## src/rtl/synaptic_frame_feeder_if.sv

```systemverilog
// Frame/SIP bus for synaptic_frame_feeder: upstream spike-frame handshake plus the SIP-facing frame outputs.
// Upstream handshake: a frame transfers at a rising edge where frame_valid && frame_ready; SIP side: write is a level held until flush_weight is sampled high.
interface synaptic_frame_feeder_if #(
  parameter int NUM_SYN = 16,
  parameter int W_BITS  = 4
);
  logic                      frame_valid;
  logic [NUM_SYN-1:0]        frame_data;
  logic                      frame_ready;
  logic [NUM_SYN-1:0]        parallel_spike_in;
  logic [NUM_SYN-1:0]        parallel_Ein;
  logic [NUM_SYN*W_BITS-1:0] parallel_weight;
  logic                      write;
  logic                      flush_weight;

  modport master (
    output frame_valid, frame_data, flush_weight,
    input  frame_ready, parallel_spike_in, parallel_Ein, parallel_weight, write
  );

  modport slave (
    input  frame_valid, frame_data, flush_weight,
    output frame_ready, parallel_spike_in, parallel_Ein, parallel_weight, write
  );
endinterface

```

## src/rtl/synaptic_frame_feeder.sv

```systemverilog
// Spike-frame FIFO + weight/Ein shadow bank feeding one SIP, one frame at a time.
// Optional macro SKIP_EMPTY_FRAME_EN: all-zero head frames are discarded instead of presented.
module synaptic_frame_feeder #(
  parameter int               NUM_SYN    = 16,
  parameter int               W_BITS     = 4,
  parameter int               FIFO_DEPTH = 4,
  parameter logic [NUM_SYN-1:0] EIN_RESET = 16'hFFFF
) (
  input  logic                  clock,
  input  logic                  reset,
  synaptic_frame_feeder_if.slave sip,
  input  logic                  cfg_w_we,
  input  logic [3:0]            cfg_w_addr,
  input  logic [W_BITS-1:0]     cfg_w_data,
  input  logic                  cfg_ein_we,
  input  logic [NUM_SYN-1:0]    cfg_ein,
  output logic                  busy,
  output logic [7:0]            frame_count
);
  localparam int PW = $clog2(FIFO_DEPTH);
  localparam int CW = PW + 1;

  typedef enum logic {IDLE = 1'b0, ACTIVE = 1'b1} state_t;

  state_t                    state_q, state_d;
  logic [NUM_SYN-1:0]        mem_q [FIFO_DEPTH];
  logic [NUM_SYN-1:0]        mem_d [FIFO_DEPTH];
  logic [PW-1:0]             wr_ptr_q, wr_ptr_d, rd_ptr_q, rd_ptr_d;
  logic [CW-1:0]             count_q, count_d;
  logic [NUM_SYN-1:0]        spike_q, spike_d, ein_q, ein_d, ein_sh_q, ein_sh_d;
  logic [NUM_SYN*W_BITS-1:0] weight_q, weight_d, w_sh_q, w_sh_d;
  logic                      write_q, write_d;
  logic [7:0]                fc_q, fc_d;
  logic                      push, pop, load;
  logic [NUM_SYN-1:0]        head;

  assign sip.frame_ready       = (count_q != CW'(FIFO_DEPTH));
  assign sip.parallel_spike_in = spike_q;
  assign sip.parallel_Ein      = ein_q;
  assign sip.parallel_weight   = weight_q;
  assign sip.write             = write_q;
  assign busy                  = (state_q == ACTIVE);
  assign frame_count           = fc_q;
  assign head                  = mem_q[rd_ptr_q];

  always_comb begin
    state_d  = state_q;
    mem_d    = mem_q;
    wr_ptr_d = wr_ptr_q;
    rd_ptr_d = rd_ptr_q;
    spike_d  = spike_q;
    ein_d    = ein_q;
    weight_d = weight_q;
    write_d  = write_q;
    fc_d     = fc_q;
    ein_sh_d = ein_sh_q;
    w_sh_d   = w_sh_q;
    push     = sip.frame_valid && sip.frame_ready;
    pop      = 1'b0;
    load     = 1'b0;

    case (state_q)
      IDLE: begin
        if (count_q != '0) begin
          pop = 1'b1;
`ifdef SKIP_EMPTY_FRAME_EN
          load = (head != '0);
`else
          load = 1'b1;
`endif
        end
      end
      ACTIVE: begin
        if (sip.flush_weight) begin
          write_d = 1'b0;
          fc_d    = fc_q + 8'd1;
          state_d = IDLE;
        end
      end
      default: state_d = IDLE;
    endcase

    // Load uses the shadow values as they stood before this edge's cfg writes.
    if (load) begin
      spike_d  = head;
      ein_d    = ein_sh_q;
      weight_d = w_sh_q;
      write_d  = 1'b1;
      state_d  = ACTIVE;
    end

    if (cfg_w_we)   w_sh_d[int'(cfg_w_addr)*W_BITS +: W_BITS] = cfg_w_data;
    if (cfg_ein_we) ein_sh_d = cfg_ein;

    if (push) begin
      mem_d[wr_ptr_q] = sip.frame_data;
      wr_ptr_d        = wr_ptr_q + PW'(1);
    end
    if (pop) rd_ptr_d = rd_ptr_q + PW'(1);
    count_d = count_q + CW'(push) - CW'(pop);
  end

  always_ff @(posedge clock or posedge reset) begin
    if (reset) begin
      state_q  <= IDLE;
      for (int i = 0; i < FIFO_DEPTH; i++) mem_q[i] <= '0;
      wr_ptr_q <= '0;
      rd_ptr_q <= '0;
      count_q  <= '0;
      spike_q  <= '0;
      ein_q    <= EIN_RESET;
      weight_q <= '0;
      write_q  <= 1'b0;
      fc_q     <= '0;
      ein_sh_q <= EIN_RESET;
      w_sh_q   <= '0;
    end else begin
      state_q  <= state_d;
      mem_q    <= mem_d;
      wr_ptr_q <= wr_ptr_d;
      rd_ptr_q <= rd_ptr_d;
      count_q  <= count_d;
      spike_q  <= spike_d;
      ein_q    <= ein_d;
      weight_q <= weight_d;
      write_q  <= write_d;
      fc_q     <= fc_d;
      ein_sh_q <= ein_sh_d;
      w_sh_q   <= w_sh_d;
    end
  end
endmodule

```

## src/flat_wrapper.sv

```systemverilog
// flat-port wrapper written by rule: the top's interface ports become plain ports
module synaptic_frame_feeder_flat 
#(
  parameter int               NUM_SYN    = 16,
  parameter int               W_BITS     = 4,
  parameter int               FIFO_DEPTH = 4,
  parameter logic [NUM_SYN-1:0] EIN_RESET = 16'hFFFF
)
  (clock, reset, cfg_w_we, cfg_w_addr, cfg_w_data, cfg_ein_we, cfg_ein, busy, frame_count, sip_frame_valid, sip_frame_data, sip_flush_weight, sip_frame_ready, sip_parallel_spike_in, sip_parallel_Ein, sip_parallel_weight, sip_write);
  synaptic_frame_feeder_if #(.NUM_SYN(NUM_SYN), .W_BITS(W_BITS)) sip_i ();
  input  logic clock;
  input  logic reset;
  input  logic cfg_w_we;
  input  logic [3:0] cfg_w_addr;
  input  logic [W_BITS-1:0] cfg_w_data;
  input  logic cfg_ein_we;
  input  logic [NUM_SYN-1:0] cfg_ein;
  output logic busy;
  output logic [7:0] frame_count;
  input wire logic [$bits(sip_i.frame_valid)-1:0] sip_frame_valid;
  input wire logic [$bits(sip_i.frame_data)-1:0] sip_frame_data;
  input wire logic [$bits(sip_i.flush_weight)-1:0] sip_flush_weight;
  output wire logic [$bits(sip_i.frame_ready)-1:0] sip_frame_ready;
  output wire logic [$bits(sip_i.parallel_spike_in)-1:0] sip_parallel_spike_in;
  output wire logic [$bits(sip_i.parallel_Ein)-1:0] sip_parallel_Ein;
  output wire logic [$bits(sip_i.parallel_weight)-1:0] sip_parallel_weight;
  output wire logic [$bits(sip_i.write)-1:0] sip_write;
  assign sip_i.frame_valid = sip_frame_valid;
  assign sip_i.frame_data = sip_frame_data;
  assign sip_i.flush_weight = sip_flush_weight;
  assign sip_frame_ready = sip_i.frame_ready;
  assign sip_parallel_spike_in = sip_i.parallel_spike_in;
  assign sip_parallel_Ein = sip_i.parallel_Ein;
  assign sip_parallel_weight = sip_i.parallel_weight;
  assign sip_write = sip_i.write;
  synaptic_frame_feeder #(.NUM_SYN(NUM_SYN), .W_BITS(W_BITS), .FIFO_DEPTH(FIFO_DEPTH), .EIN_RESET(EIN_RESET)) u_core (.clock(clock), .reset(reset), .sip(sip_i), .cfg_w_we(cfg_w_we), .cfg_w_addr(cfg_w_addr), .cfg_w_data(cfg_w_data), .cfg_ein_we(cfg_ein_we), .cfg_ein(cfg_ein), .busy(busy), .frame_count(frame_count));
endmodule
```

## config.mk

```make
export PLATFORM = sky130hd
export DESIGN_NAME = synaptic_frame_feeder_flat
export DESIGN_NICKNAME = d
export VERILOG_FILES = /design/src/rtl/synaptic_frame_feeder_if.sv /design/src/rtl/synaptic_frame_feeder.sv /design/src/flat_wrapper.sv
export SDC_FILE = /design/constraint.sdc
export NUM_CORES = 1
export LEC_CHECK = 0
export ABC_AREA = 1
export CAP_MARGIN = 10
export CELL_PAD_IN_SITES_DETAIL_PLACEMENT = 1
export CELL_PAD_IN_SITES_GLOBAL_PLACEMENT = 2
export CORE_ASPECT_RATIO = 1.5
export CORE_MARGIN = 1.5
export CORE_UTILIZATION = 30
export DETAILED_ROUTE_END_ITERATION = 12
export PLACE_DENSITY_LB_ADDON = 0.1
export SKIP_LAST_GASP = 1
export SLEW_MARGIN = 30
export SYNTH_ARGS = -nofsm -noshare
export SYNTH_HDL_FRONTEND = slang
export SYNTH_SLANG_ARGS = --single-unit
```

## constraint.sdc

```tcl
create_clock -name clock -period 8.4 [get_ports clock]
set_input_delay 1.26 -clock clock [delete_from_list [all_inputs] [get_ports clock]]
set_output_delay 1.26 -clock clock [all_outputs]
set_load 0.01 [all_outputs]
```

**Word-level counts from Yosys, hierarchy flattened**

Cells that the tools add are included.

- Bits in registers: 257
- Bits of input ports: 46
- Output and inout port bits: 107
- Logic and storage cells: 51

- Add/sub/neg operators: 6
- Order comparisons: 3
- Equality and inequality tests: 1
- Shift-type cells: 2
- Muxes and demuxes: 15
- Bitwise operators: 2
- Reduce and logical (&&, ||, !) cells: 7

Operators with widths:

| operator | count |
|---|---|
| bitwise mux 64 bit | 2 |
| variable shift 4 x 33 -> 64 bit (first input constant) | 1 |
| variable part select 4 x 33 -> 64 bit | 1 |
| 2-to-1 mux 16 bit | 3 |
| negator 6 -> 33 bit | 1 |
| binary-select mux 16 bit (select 2 bit) | 1 |
| demux 16 bit (select 2 bit) | 1 |
| adder 8 x 1 -> 8 bit (second input constant) | 1 |
| 2-to-1 mux 1 bit | 8 |
| >= comparator 3 bit (second input constant) | 2 |
| inverter 2 -> 3 bit | 2 |
| adder 2 x 1 -> 2 bit (second input constant) | 2 |
| AND reduction 2 bit | 2 |
| nonzero test 2 bit | 2 |
| adder 3 x 1 -> 3 bit | 1 |
| < comparator 3 x 1 -> 1 bit (second input constant) | 1 |
| != test 3 bit (second input constant) | 1 |
| nonzero test 3 bit | 1 |
| subtractor 3 x 1 -> 3 bit | 1 |
| logical AND 1 bit | 2 |

**Depth between registers and ports, before layout**

- Depth in word-level cells: 6
- Mapped depth: 11
- Mapped depth without buffers: 10

**Worst setup path after synthesis**

OpenSTA, ideal clock, no wires.

- Kind: input to register
- Start: in cfg_w_addr[0]
- End: reg u_core.w_sh_q[60]
- Setup time: 0.127 ns
- Arrival time: 2.730 ns
- Data required time: 8.273 ns
- Setup slack: 5.543 ns
- Stages: 9
- Buffers on the path: 1
- Cell sequence: buf_2 nor3_1 ha_1 inv_1 nand3_2 nor2_1 nand2_1 nor2_1 a21oi_1

- Word-level cells in the longest chain between the ends: 3
- Elaborated cells on any way between the ends: 4
- Those cells by class: 1 x add/sub; 2 x shift; 1 x mux

Ends and longest elaborated chain:

| what | line | RTL |
|---|---|---|
| start, declared | flat_wrapper.sv:14 | `input logic [3:0] cfg_w_addr;` |
| negator 6 -> 33 bit * | synaptic_frame_feeder.sv:92 | `if (cfg_w_we) w_sh_d[int'(cfg_w_addr)*W_BITS +: W_BITS] = cfg_w_data;` |
| variable part select 4 x 33 -> 64 bit / variable shift 4 x 33 -> 64 bit (equally long branches) | synaptic_frame_feeder.sv:92 |  |
| bitwise mux 64 bit * | synaptic_frame_feeder.sv:92 |  |
| end signal, assigned | synaptic_frame_feeder.sv:129 | `w_sh_q <= w_sh_d;` |
| end, declared | synaptic_frame_feeder.sv:31 | `logic [NUM_SYN*W_BITS-1:0] weight_q, weight_d, w_sh_q, w_sh_d;` |

Mark *: on every way between the ends. The rest lies on a longest branch, timed or not.
A chain may end at the register's enable or synchronous reset.

**Worst setup path in the final report**

Same ends and word-level chain as after synthesis.

==> metrics.csv <==
stage;metric;value;unit
setup_path;Crit-path slowest cell;ha_1;
job;Max-Cap Viols;0;
final_layout;Area Growth Syn to Fin;26.9;%
synthesis;syn_area_per_cell;8.80;µm²
die;row cnt;84;
grt;initial antenna violation count;0;
die;die area;0.0370;mm²
place;area post-placement;0.0127;mm²
sta;Worst slew margin;41.9;%
sta;RSZ-0062 raised after global routing;false;
synthesis;Post-synth EDFFs;0;
power_and_ir_drop;total power;0.00439;W
grt;vias in the first global route;9093;
setup_path;WP data required;8870;ps
min_path;HP Class;reg2reg;
final_layout;commonest non-fill, non-tap cell in the layout;nand2_1;
final_layout;most frequent cells in the layout;422 x nand2_1, 225 x dfrtp_1, 163 x o21ai_0;
place;dpl hpwl;21000;µm
die;Die W;158;µm
synthesis;post-synthesis cell type count;29;
setup_path;slowest cell delay on critical path;810;ps
clock_network;H-tree depth;1;
die;die height;235;µm
setup_path;Critical Path AT;4500;ps
clock_network;clk slew on worst S/H paths;60;ps
place;Port Buffer Count;152;
setup_path;Top delay family on crit path;buffers and inverters;
sta;Tmin final;4020;ps
final_layout;fin nets;1415;
drt;drt first pass iters;4;
clock_network;post_cts resized;0;
clock_network;CTS Buf Count;29;
synthesis;syn_nets;1278;
sta;final hold vios;0;
drt;routed len/inst;16.8;µm
clock_network;Setup Buffers After CTS;0;
synthesis;Cells after Synth;1222;
final_layout;post-route design area;0.0136;mm²
setup_path;Crit Path Class;in2reg;
sta;Final Setup Violations;0;
power_and_ir_drop;pwr dens;322;mW/mm²
grt;first-pass GRT wire length;50900;µm
setup_path;critical path cell sequence;clkdlybuf4s50_1 > inv_2 > ha_1 > clkinv_1 > nand4_1 > inv_1 > nand2_1 > nor2_1 > a21oi_1;
place;dpl ws;3920;ps
grt;remaining global-route overflow;0;
sta;Least-Margin Pin Slew;865;ps
synthesis;Synth Flop Type;dfrtp_1;
die;# IOs;153;
power_and_ir_drop;Leak Pwr;6.46;nW
drt;via count;8424;
synthesis;Post-Syn Area;0.0108;mm²
final_layout;fraction of layout cells with a size suffix above 1;8.99;%
drt;DRC Markers;0;
drt;drt first-iter violations;296;
power_and_ir_drop;Worst VDD drop;0.128;mV
setup_path;Buf/Inv on CP;4;
synthesis;FF+latch count, synth;257;
outcome;status;finished, final reports clean;
setup_path;CP Launch Type;input port;
die;Initial Utilization;30.5;%
setup_path;worst-path maximum fanout;20;
sta;crit share post-route;47.9;%
drt;drt total wl;31100;µm
drt;antenna viol nets, final;0;
grt;Overall Global Routing Usage;17.5;%
die;Core Area;0.0352;mm²
drt;DR vias/cell;4.55;
sta;final setup margin;4380;ps
synthesis;sequential share of the synthesized area;60.2;%
sta;worst hold margin;467;ps
setup_path;CP Capture Type;flop;
place;GPL Wtd Cong;0.797;
clock_network;CTS Sinks;257;
clock_network;CTS Hold Bufs;0;
clock_network;Root Buffer;clkbuf_16;
sta;Setup Skew;18.0;ps
clock_network;CTS max path bufs;3;
sta;max-slew violations;0;
clock_network;CTS tree;yes;
sta;setup tns final;0;ps
final_layout;Antenna diodes;0;
synthesis;Post-synth ARST share;100;%
clock_network;clk_lat worst skew;560;ps
grt;largest net degree at the start of global routing;165;
synthesis;YS warnings;0;
sta;Max Clock Freq;249;MHz
[routing by layer]
metal  global-route usage [%]  vias to the layer above  share of wire [%]
met4                     5.86                        0                2.8
met1                     20.7                     4115                 41
met5                        0                        -                  0
met2                     32.2                      127                 53
met3                     2.19                       49                3.0
li1                         -                     4133                  -
[path summary, 6_finish.rpt]
check | from | end | slack (ps) | cells after the start
max | cfg_w_addr[0] | u_core.w_sh_q[60] | 4380 | 9
max in group asynchronous | reset | u_core.sip.parallel_weight[15] | 5840 | 4
min reg2reg | u_core.sip.parallel_weight[39] | u_core.sip.parallel_weight[39] | 470 | 2
min in group asynchronous | reset | u_core.frame_count[5] | 1160 | 2
max reg2reg | u_core.count_q[1] | u_core.sip.parallel_weight[52] | 5380 | 6
min | u_core.sip.parallel_weight[39] | u_core.sip.parallel_weight[39] | 470 | 2
[cell usage after synthesis (all sizes together), types with 9 or more instances]
master | instances | area (µm²)
buf | 33 | 158
nand4 | 19 | 119
clkbuf | 21 | 78.8
nor3 | 11 | 55.1
o21ai | 175 | 876
dfstp | 32 | 841
a31oi | 16 | 100
nor2 | 126 | 532
nand3 | 17 | 100
inv | 80 | 300
ha | 9 | 113
nand2 | 435 | 1680
dfrtp | 225 | 5630
[per-stage QoR]
step / instances / util, %
global route: 1852 / 38.7
detailed placement: 1800 / 36.1
finish: 1852 / 38.7
global placement: 1800 / 36.1
CTS: 1851 / 38.7
floorplan: 1222 / -
[cell families after synthesis]
family / share of synthesized area (%)
buf+inv: 5.10
compound gates: 9.36
fa+ha+maj: 1.23
flops: 60.2
simple gates: 23.2
xor+xnor: 0.896
[worst register-to-register path, delay by kind of cell (launching register included)]
kind                   cells  cell delay (ps)
buffers and inverters      3             1520
and+or+nand+nor            2              720
DFF                        1              410
AOI/OAI and AO/OA          1              230
[power by group]
part           leakage (nW)  switching, W  internal [W]  total, W
registers              3.26      0.000213       0.00163   0.00184
clock network         0.453      0.000516      0.000697   0.00121
logic                  2.75      0.000767      0.000565   0.00133
[layout make-up]
cell class / instances / area (µm²)
Clock buffer: 37 / 796
Clock inverter: 14 / 105
Fill cell: 4126 / 21600
Inverter: 83 / 319
Multi-Input combinational cell: 828 / 3750
Sequential cell: 257 / 6470
Tap cell: 473 / 592
Timing Repair Buffer: 160 / 1610
[state kept, by name, indices dropped and copies added (netlist names), 2 cells and up]
name	flops
u_core.rd_ptr_q	2
u_core.sip.parallel_spike_in	16
u_core.mem_q	64
u_core.sip.parallel_Ein	16
u_core.frame_count	8
u_core.ein_sh_q	16
u_core.sip.parallel_weight	64
u_core.count_q	3
u_core.w_sh_q	64
u_core.wr_ptr_q	2
Power figures use the tool's default switching activity.
